File: config.mk
export PLATFORM = sky130hd
export DESIGN_NAME = soc_membus_arbiter_flat
export DESIGN_NICKNAME = d
export VERILOG_FILES = /design/src/rtl/soc_membus_arbiter_if.sv /design/src/rtl/soc_membus_arbiter.sv /design/src/flat_wrapper.sv
export SDC_FILE = /design/constraint.sdc
export NUM_CORES = 1
export LEC_CHECK = 0
export ABC_CLOCK_PERIOD_IN_PS = 2300
export CAP_MARGIN = 5
export CORE_MARGIN = 10
export CORE_UTILIZATION = 36
export DETAILED_ROUTE_END_ITERATION = 16
export HOLD_SLACK_MARGIN = 0.15
export PLACE_DENSITY = 0.77
export SLEW_MARGIN = 15
export SYNTH_ARGS = -nofsm -noshare
export SYNTH_HDL_FRONTEND = slang
export SYNTH_SLANG_ARGS = --single-unit
File: constraint.sdc
create_clock -name clk -period 2.3 [get_ports clk]
set_clock_uncertainty 0.2 [all_clocks]
set_input_delay 0.23 -clock clk [delete_from_list [all_inputs] [get_ports clk]]
set_output_delay 0.23 -clock clk [all_outputs]
set_load 0.005 [all_outputs]
File: src/rtl/soc_membus_arbiter_if.sv
// Shared-bus bundle between requesting masters, the arbiter and the slave port.
// The arbiter binds to the slave modport; the master modport drives requests and slave responses.
interface soc_membus_arbiter_if #(
    parameter int NUM_MASTERS = 2
);
    localparam int GW = $clog2(NUM_MASTERS > 1 ? NUM_MASTERS : 2);

    logic [NUM_MASTERS-1:0]    m_req;
    logic [NUM_MASTERS-1:0]    m_write_en;
    logic [32*NUM_MASTERS-1:0] m_addr;
    logic [32*NUM_MASTERS-1:0] m_write_data;
    logic [4*NUM_MASTERS-1:0]  m_byte_en;
    logic [NUM_MASTERS-1:0]    m_valid;
    logic [NUM_MASTERS-1:0]    m_timeout;
    logic [31:0]               m_read_data;

    logic                      s_req;
    logic                      s_write_en;
    logic [31:0]               s_addr;
    logic [31:0]               s_write_data;
    logic [3:0]                s_byte_en;
    logic                      s_valid;
    logic [31:0]               s_read_data;

    logic [GW-1:0]             grant_id;
    logic                      busy;

    modport master (
        output m_req, m_write_en, m_addr, m_write_data, m_byte_en,
        output s_valid, s_read_data,
        input  m_valid, m_timeout, m_read_data,
        input  s_req, s_write_en, s_addr, s_write_data, s_byte_en,
        input  grant_id, busy
    );

    modport slave (
        input  m_req, m_write_en, m_addr, m_write_data, m_byte_en,
        input  s_valid, s_read_data,
        output m_valid, m_timeout, m_read_data,
        output s_req, s_write_en, s_addr, s_write_data, s_byte_en,
        output grant_id, busy
    );
endinterface

File: src/rtl/soc_membus_arbiter.sv
// Round-robin arbiter sharing one memory-bus slave port among several masters.
// One transaction in flight, registered slave side, optional watchdog abort.
module soc_membus_arbiter #(
    parameter int NUM_MASTERS    = 2,
    parameter int TIMEOUT_CYCLES = 1024
) (
    input logic                 clk,
    input logic                 res_n,
    soc_membus_arbiter_if.slave bus
);
    localparam int GW    = $clog2(NUM_MASTERS > 1 ? NUM_MASTERS : 2);
    localparam int CW    = (TIMEOUT_CYCLES > 0) ? $clog2(TIMEOUT_CYCLES + 1) : 1;
    localparam int TO_M1 = (TIMEOUT_CYCLES > 0) ? TIMEOUT_CYCLES - 1 : 0;
    localparam logic [CW-1:0] TO_LAST = TO_M1[CW-1:0];
    localparam logic [GW:0]   NM_W    = NUM_MASTERS[GW:0];
    localparam logic [GW-1:0] LAST_ID = GW'(NUM_MASTERS - 1);

    typedef enum logic [1:0] {IDLE, BUSY, RELEASE} state_t;

    state_t                 state;
    logic [GW-1:0]          rr_ptr;
    logic [CW-1:0]          cnt;
    logic [GW-1:0]          sel;
    logic                   found;
    logic [GW:0]            cand;
    logic [NUM_MASTERS-1:0] gnt_oh;
    logic                   wd_fire;

    // First requester at or after rr_ptr, wrapping around the master count.
    always_comb begin
        found = 1'b0;
        sel   = '0;
        cand  = '0;
        for (int i = 0; i < NUM_MASTERS; i++) begin
            cand = {1'b0, rr_ptr} + (GW+1)'(i);
            if (cand >= NM_W)
                cand = cand - NM_W;
            if (!found && bus.m_req[cand[GW-1:0]]) begin
                found = 1'b1;
                sel   = cand[GW-1:0];
            end
        end
    end

    always_comb begin
        gnt_oh = '0;
        gnt_oh[bus.grant_id] = 1'b1;
    end

    assign wd_fire = (TIMEOUT_CYCLES != 0) && (cnt == TO_LAST);

    always_ff @(posedge clk or negedge res_n) begin
        if (!res_n) begin
            state            <= IDLE;
            rr_ptr           <= '0;
            cnt              <= '0;
            bus.s_req        <= 1'b0;
            bus.s_write_en   <= 1'b0;
            bus.s_addr       <= '0;
            bus.s_write_data <= '0;
            bus.s_byte_en    <= '0;
            bus.m_valid      <= '0;
            bus.m_timeout    <= '0;
            bus.m_read_data  <= '0;
            bus.grant_id     <= '0;
            bus.busy         <= 1'b0;
        end else begin
            unique case (state)
                IDLE: begin
                    if (found) begin
                        bus.s_req        <= 1'b1;
                        bus.s_write_en   <= bus.m_write_en[sel];
                        bus.s_addr       <= bus.m_addr[sel*32 +: 32];
                        bus.s_write_data <= bus.m_write_data[sel*32 +: 32];
                        bus.s_byte_en    <= bus.m_byte_en[sel*4 +: 4];
                        bus.grant_id     <= sel;
                        bus.busy         <= 1'b1;
                        cnt              <= '0;
                        state            <= BUSY;
                    end
                end
                BUSY: begin
                    if (bus.s_valid) begin
                        bus.s_req       <= 1'b0;
                        bus.s_write_en  <= 1'b0;
                        bus.m_read_data <= bus.s_read_data;
                        bus.m_valid     <= gnt_oh;
                        state           <= RELEASE;
                    end else if (wd_fire) begin
                        bus.s_req       <= 1'b0;
                        bus.s_write_en  <= 1'b0;
                        bus.m_read_data <= '0;
                        bus.m_valid     <= gnt_oh;
                        bus.m_timeout   <= gnt_oh;
                        state           <= RELEASE;
                    end else begin
                        cnt <= cnt + 1'b1;
                    end
                end
                RELEASE: begin
                    bus.m_valid   <= '0;
                    bus.m_timeout <= '0;
                    bus.busy      <= 1'b0;
                    rr_ptr        <= (bus.grant_id == LAST_ID) ? '0 : bus.grant_id + 1'b1;
                    state         <= IDLE;
                end
                default: state <= IDLE;
            endcase
        end
    end
endmodule
File: src/flat_wrapper.sv
// flat-port wrapper written by rule: the top's interface ports become plain ports
module soc_membus_arbiter_flat 
#(
    parameter int NUM_MASTERS    = 2,
    parameter int TIMEOUT_CYCLES = 1024
)
  (clk, res_n, bus_m_req, bus_m_write_en, bus_m_addr, bus_m_write_data, bus_m_byte_en, bus_s_valid, bus_s_read_data, bus_m_valid, bus_m_timeout, bus_m_read_data, bus_s_req, bus_s_write_en, bus_s_addr, bus_s_write_data, bus_s_byte_en, bus_grant_id, bus_busy);
  soc_membus_arbiter_if #(.NUM_MASTERS(NUM_MASTERS)) bus_i ();
  input logic clk;
  input logic res_n;
  input wire logic [$bits(bus_i.m_req)-1:0] bus_m_req;
  input wire logic [$bits(bus_i.m_write_en)-1:0] bus_m_write_en;
  input wire logic [$bits(bus_i.m_addr)-1:0] bus_m_addr;
  input wire logic [$bits(bus_i.m_write_data)-1:0] bus_m_write_data;
  input wire logic [$bits(bus_i.m_byte_en)-1:0] bus_m_byte_en;
  input wire logic [$bits(bus_i.s_valid)-1:0] bus_s_valid;
  input wire logic [$bits(bus_i.s_read_data)-1:0] bus_s_read_data;
  output wire logic [$bits(bus_i.m_valid)-1:0] bus_m_valid;
  output wire logic [$bits(bus_i.m_timeout)-1:0] bus_m_timeout;
  output wire logic [$bits(bus_i.m_read_data)-1:0] bus_m_read_data;
  output wire logic [$bits(bus_i.s_req)-1:0] bus_s_req;
  output wire logic [$bits(bus_i.s_write_en)-1:0] bus_s_write_en;
  output wire logic [$bits(bus_i.s_addr)-1:0] bus_s_addr;
  output wire logic [$bits(bus_i.s_write_data)-1:0] bus_s_write_data;
  output wire logic [$bits(bus_i.s_byte_en)-1:0] bus_s_byte_en;
  output wire logic [$bits(bus_i.grant_id)-1:0] bus_grant_id;
  output wire logic [$bits(bus_i.busy)-1:0] bus_busy;
  assign bus_i.m_req = bus_m_req;
  assign bus_i.m_write_en = bus_m_write_en;
  assign bus_i.m_addr = bus_m_addr;
  assign bus_i.m_write_data = bus_m_write_data;
  assign bus_i.m_byte_en = bus_m_byte_en;
  assign bus_i.s_valid = bus_s_valid;
  assign bus_i.s_read_data = bus_s_read_data;
  assign bus_m_valid = bus_i.m_valid;
  assign bus_m_timeout = bus_i.m_timeout;
  assign bus_m_read_data = bus_i.m_read_data;
  assign bus_s_req = bus_i.s_req;
  assign bus_s_write_en = bus_i.s_write_en;
  assign bus_s_addr = bus_i.s_addr;
  assign bus_s_write_data = bus_i.s_write_data;
  assign bus_s_byte_en = bus_i.s_byte_en;
  assign bus_grant_id = bus_i.grant_id;
  assign bus_busy = bus_i.busy;
  soc_membus_arbiter #(.NUM_MASTERS(NUM_MASTERS), .TIMEOUT_CYCLES(TIMEOUT_CYCLES)) u_core (.clk(clk), .res_n(res_n), .bus(bus_i));
endmodule
### Yosys cells after proc, flatten, opt, wreduce, memory -nomap -nowiden

Index checks and enable logic that the tools add are counted.

| word-level totals | value |
|---|---|
| register bits | 122 |
| logic and storage cells | 89 |

| cells by class | value |
|---|---|
| add/subtract/negate cells | 5 |
| $lt $le $gt $ge | 7 |
| equal/unequal tests | 8 |
| shift-type cells | 3 |
| mux-type cells | 37 |
| reduce and logical (&&, ||, !) cells | 16 |

Operators with widths:

| cell | count |
|---|---|
| 64-bit by 7-bit indexed part select with 32-bit output | 2 |
| 32-bit 2-to-1 mux | 2 |
| 11-bit 2-to-1 mux | 3 |
| 11-bit case mux with 2 select lines | 1 |
| 1-bit 2-to-1 mux | 18 |
| 2-bit 2-to-1 mux | 6 |
| 2-bit case mux with 2 select lines | 3 |
| 11-bit by 1-bit adder with 11-bit output (second input constant) | 1 |
| 11-bit by 10-bit == test with 1-bit output (second input constant) | 1 |
| 2-bit AND reduction | 5 |
| 1-bit by 2-bit less-than comparator with 1-bit output (second input constant) | 4 |
| 2-bit nonzero test | 4 |
| 8-bit by 4-bit indexed part select with 4-bit output | 1 |
| 1-bit case mux with 2 select lines | 3 |
| 3-bit AND reduction | 2 |
| 2-bit by 1-bit inequality test with 1-bit output (second input constant) | 2 |
| 2-bit inequality test (second input constant) | 2 |
| 4-bit AND reduction | 1 |
| 3-bit by 2-bit inequality test with 1-bit output (second input constant) | 1 |
| 1-bit by 1-bit adder with 2-bit output (second input constant) | 1 |
| 2-bit by 1-bit == test with 1-bit output (second input constant) | 1 |
| 2-bit == test (second input constant) | 1 |
| 1-bit by 2-bit >= comparator with 1-bit output (second input constant) | 1 |
| 2-bit >= comparator (second input constant) | 1 |
| other kinds (7) | 9 |

### Depth between registers and ports, before layout

Gate-level depths: netlist (run 1).

| depth | value |
|---|---|
| depth after elaboration | 12 |
| depth in mapped cells | 8 |

### Least setup slack after synthesis (run 1)

No wires, ideal clock.

| timing path | value |
|---|---|
| path kind | flip-flop to flip-flop |
| from | register u_core.state[1] |
| to | register u_core.cnt[8] |
| library setup time | 69 ps |
| arrival | 1932 ps |
| required time | 2031 ps |
| setup slack | 99 ps |
| cell stages (with the launch flop) | 9 |
| clock period less this slack | 2201 ps |
| cells stage by stage | dfrtp_1 -> inv_1 -> ha_1 -> and2_4 -> buf_6 -> or3_1 -> buf_6 -> or4b_1 -> nand3_1 |

| between the ends | value |
|---|---|
| word-level cells in the longest chain between the ends | 3 |
| elaborated cells between the ends (all ways) | 8 |
| classes of those cells | eq/ne (4); mux (1); reduce/logical (3) |

RTL lines:

| element | line | source |
|---|---|---|
| start, declared | soc_membus_arbiter.sv:20 | `state_t state;` |
| start signal, assigned | soc_membus_arbiter.sv:54 | `state <= IDLE;` |
| start signal, assigned | soc_membus_arbiter.sv:79 | `state <= BUSY;` |
| start signal, assigned | soc_membus_arbiter.sv:88 | `state <= RELEASE;` |
| 2-bit by 1-bit == test with 1-bit output or 2-bit logical NOT (tied branches) | soc_membus_arbiter.sv:68 | `unique case (state)` |
| 2-bit inequality test (no source line), or another cell as far along | n/a |  |
| 4-bit AND reduction (no source line) | n/a |  |
| end signal, assigned | soc_membus_arbiter.sv:97 | `cnt <= cnt + 1'b1;` |
| end, declared | soc_membus_arbiter.sv:22 | `logic [CW-1:0] cnt;` |

Parallel ways exist; a longest one is shown, timed or not.
A chain may end at the register's enable or synchronous reset.

### Final worst setup path (run 1)

| timing path | value |
|---|---|
| from | register u_core.cnt[0] |
| to | register u_core.bus.m_valid[0] |

| between the ends | value |
|---|---|
| word-level cells in the longest chain between the ends | 3 |

RTL lines:

| element | line | source |
|---|---|---|
| 11-bit by 10-bit == test with 1-bit output | soc_membus_arbiter.sv:50 | `assign wd_fire = (TIMEOUT_CYCLES != 0) && (cnt == TO_LAST);` |
| 3-bit by 2-bit inequality test with 1-bit output (no source line) | n/a |  |
| 2-bit AND reduction (no source line) | n/a |  |
| end signal, assigned | soc_membus_arbiter.sv:87 | `bus.m_valid <= gnt_oh;` |
| end signal, assigned | soc_membus_arbiter.sv:93 | `bus.m_valid <= gnt_oh;` |
| end, declared | soc_membus_arbiter_if.sv:39 | `output m_valid, m_timeout, m_read_data,` |

Every way passes these cells.

==> results of run 1 <==
==> cell usage in the layout (no fill, tap or decap), types with 3 or more instances in the layout <==
cell type / count
a21oi_1: 5
a22o_1: 34
and3_1: 4
buf_12: 5
buf_4: 22
bufinv_16: 3
clkbuf_1: 3
clkbuf_16: 17
clkdlybuf4s50_1: 281
clkinv_2: 4
clkinvlp_4: 3
dfrtp_1: 122
ha_1: 5
inv_1: 7
mux2_2: 5
mux2i_1: 69
nand2_1: 76
nand3_1: 10
nor2_1: 8
nor3_1: 6
o21ai_0: 75
o21ai_4: 3
==> cell type report <==
class	instances	area, um2
inverter	7	26.3
multi-input combinational	332	2240
clock buffer	20	437
tap	184	230
timing repair buffer	309	3090
fill	1159	5420
clock inverter	12	150
sequential	122	3050
==> what timing repair did <==
item | 4_1_cts | 5_1_grt
gates resized for setup | 1 | 1
setup endpoints to repair | 32 | 2
pin swaps | 0 | 0
hold endpoints to repair | 122 | 0
setup buffers | 0 | 0
hold buffers | 2 | 0
==> flip-flops by register name, indices dropped and copies added, names as in the netlist, 2 cells and up <==
register,cells
u_core.bus.m_read_data,32
u_core.bus.m_timeout,2
u_core.bus.m_valid,2
u_core.bus.s_addr,32
u_core.bus.s_byte_en,4
u_core.bus.s_write_data,32
u_core.cnt,11
u_core.state,2
==> tightest hold or removal path, stage by stage <==
cell	delay, ns
dlygate4sd3_1	0.54
buf_4	0.17
buf_12	0.20
==> per-stage QoR <==
stage	util	hold slack [ns]	setup slack (ns)	total power, mW	instance area (um2)
after detailed placement	0.587	-0.0155	-0.0999	8.57	8590
after global routing	0.630	0.205	0.0376	11.9	9220
after global placement	0.587	-0.0202	0.0135	8.40	8590
final	0.630	0.180	0.147	11.2	9220
after CTS	0.629	0.170	0.0760	11.3	9220
after floorplan	-	-0.266	0.0986	5.58	5440
==> kinds of logic after synthesis <==
| family | synth area share |
|---|---|
| AOI/OAI and AO/OA | 0.153 |
| adders and majority gates | 0.0115 |
| buffers and inverters | 0.0347 |
| DFF | 0.561 |
| muxes | 0.137 |
| and+or+nand+nor | 0.102 |
==> layer usage <==
metal,vias to the layer above,global-route usage
li1,2362,-
met1,2362,0.196
met2,280,0.317
met3,23,0.0965
met4,0,0.0510
met5,-,0
==> power by group <==
part | internal [mW] | total (mW) | switching, mW
sequential | 3.11 | 3.69 | 0.573
clock | 1.70 | 2.66 | 0.966
combinational | 2.75 | 4.80 | 2.05
==> worst paths after layout <==
path	end	cells past startpoint	slack, ns	startpoint
setup reg to reg	u_core.bus.m_valid[0]	5	0.15	u_core.cnt[0]
max in group asynchronous	u_core.bus.s_addr[3]	3	1.30	res_n
setup / recovery	u_core.bus.m_valid[0]	5	0.15	u_core.cnt[0]
min in group clk	u_core.bus.m_read_data[9]	2	0.23	bus_s_read_data[9]
hold / removal	u_core.bus.m_timeout[1]	3	0.18	res_n
hold reg to reg	u_core.bus.s_addr[27]	2	0.27	u_core.bus.s_addr[27]
==> results by group, run 1 <==
Drt
  – Routed wl met3: roughly 2400 um
  – Total wirelength of the detailed-routed design: 19,300 um
  – Count of vias placed by the detailed router: around 5,000
  – Average via count per standard cell: 5.10
  – Met1 wire length: 7140 um
  – Routed length per placed instance: 19.5 um
  – Post-route DRC: 0
  – Highest routed metal layer: met4
  – Routed Antenna Nets: 0
  – 1st-pass router iterations: 6
  – Initial DRC count: approximately 340
  – Total length of routed met2 wires: approximately 9500 um

Finish
  – Number of cells in the finished layout apart from fillers: 986
  – Antenna diodes: 0
  – Fraction of final layout cells with drive strength greater than 1: 0.0848
  – Nets: 969
  – Area added between synthesis and finish: 69.5%

Critical path
  – CP endpoint kind: flip-flop
  – Family with the most delay on the worst path: compound AO/OA/AOI/OAI gates
  – Type of element launching the critical path: flip-flop
  – Cell Chain, Critical Path: ha_1 > and3_1 > a31oi_1 > a21bo_2 > mux2_2
  – Highest-delay cell along the critical path: dfrtp_1
  – Required time of the critical path: about 2.4 ns
  – Number of buffer and inverter instances along the worst setup path: 0
  – Largest fanout on the critical path: 6
  – Worst path arrival time: 2.25 ns
  – Class of the most critical setup path: reg2reg
  – Crit path largest cell delay: ~0.44 ns

Logic synthesis
  – Number of enable-type register cells in the synthesized netlist: 0
  – Average size of a mapped cell: 10.9 um2
  – Post-synth design cell area: 0.00544 mm2
  – Post-synthesis cell type count: 42
  – Cells after Synth: 497
  – Net count after synthesis: roughly 680
  – Dominant cell type by area after synthesis: dfrtp_1
  – Most frequently used flop master after synthesis: dfrtp_1
  – Portion of synthesized cell area occupied by the leading cell type: 0.561
  – Top cells by area in the synthesized netlist: dfrtp_1 (56%), mux2i_1 (13%), o21ai_0 (7.1%), a22o_1 (5.5%), nand2_1 (5.2%)
  – Most frequently used cell type in the post-synthesis netlist: dfrtp_1
  – Total of warnings raised by yosys: 0
  – Synth Register Bits: roughly 120
  – Leading post-synthesis cells by instance count: dfrtp_1 (122), o21ai_0 (77), nand2_1 (76), mux2i_1 (69), a22o_1 (34)
  – Post-synthesis sequential area ratio: 0.561
  – Synth async-reset ratio: 1.00

Global routing
  – Initial antenna violation count: 0
  – Remaining Overflow, GRT: 0
  – Global routing usage summed across all routing layers: 0.185
  – Via count of the first global-routing pass: 5,343
  – Maximum number of pins on one net before global-route repair: 112
  – First-pass GRT wire length: 29,500 um

Clocking
  – H-tree lvl count: 4
  – Worst-path clk slew: approximately 0.060 ns
  – TritonCTS clock tree: yes
  – Largest buffer count on any clock path: 2
  – CTS sink cnt: 122
  – Later-pin clock latency in the skew report: 0.41 ns
  – Clock root cell: clkbuf_16
  – Number of buffers created by CTS: 17

Die
  – Vert. Die Dim: 143 um
  – Number of placement rows: 44
  – Starting density of the core: 0.371
  – Core area: about 0.015 mm2
  – Area enclosed by the die boundary: between 0.02 and 0.025 mm2
  – Number of placed I/O pins: 283
  – Die X-Extent: 143 um

STA
  – Transition at the pin with the smallest max-transition slack: between 0.7 and 0.8 ns
  – Relative slew slack: 0.467
  – Setup TNS after final layout: 0 ns
  – Fin crit period: 2.15 ns
  – Unrepaired setup endpoints after global routing: no
  – Hold Fails Final Rpt: 0
  – Max-slew violations: 0
  – Final setup violation count: 0
  – Final period utilization: 0.936
  – Max Freq: 464 MHz

Power and ir drop
  – IR Drop Worst-Case VDD: around 0.54 mV
  – Static Leak: about 4.2 nW
  – Power density over the cells: 1210 mW/mm2

Run status
  – Status: finished clean

Job
  – Max Cap Viol: 0

Placement
  – Detailed-placement wirelength estimate: 15,100 um
  – IO buf count: between 200 and 300
  – Cell total after placement: ~950
  – Gp weighted congestion: 0.852

Hold path
  – Class of the worst hold path: in2async
Note: power is estimated with default switching activity, not from simulation.
==> inputs of run 2 (changes only) <==
CAP_MARGIN = not set   (was 5)
==> results of run 2 <==
Same layout as run 1: the final DEF is identical, and so are final timing and power.
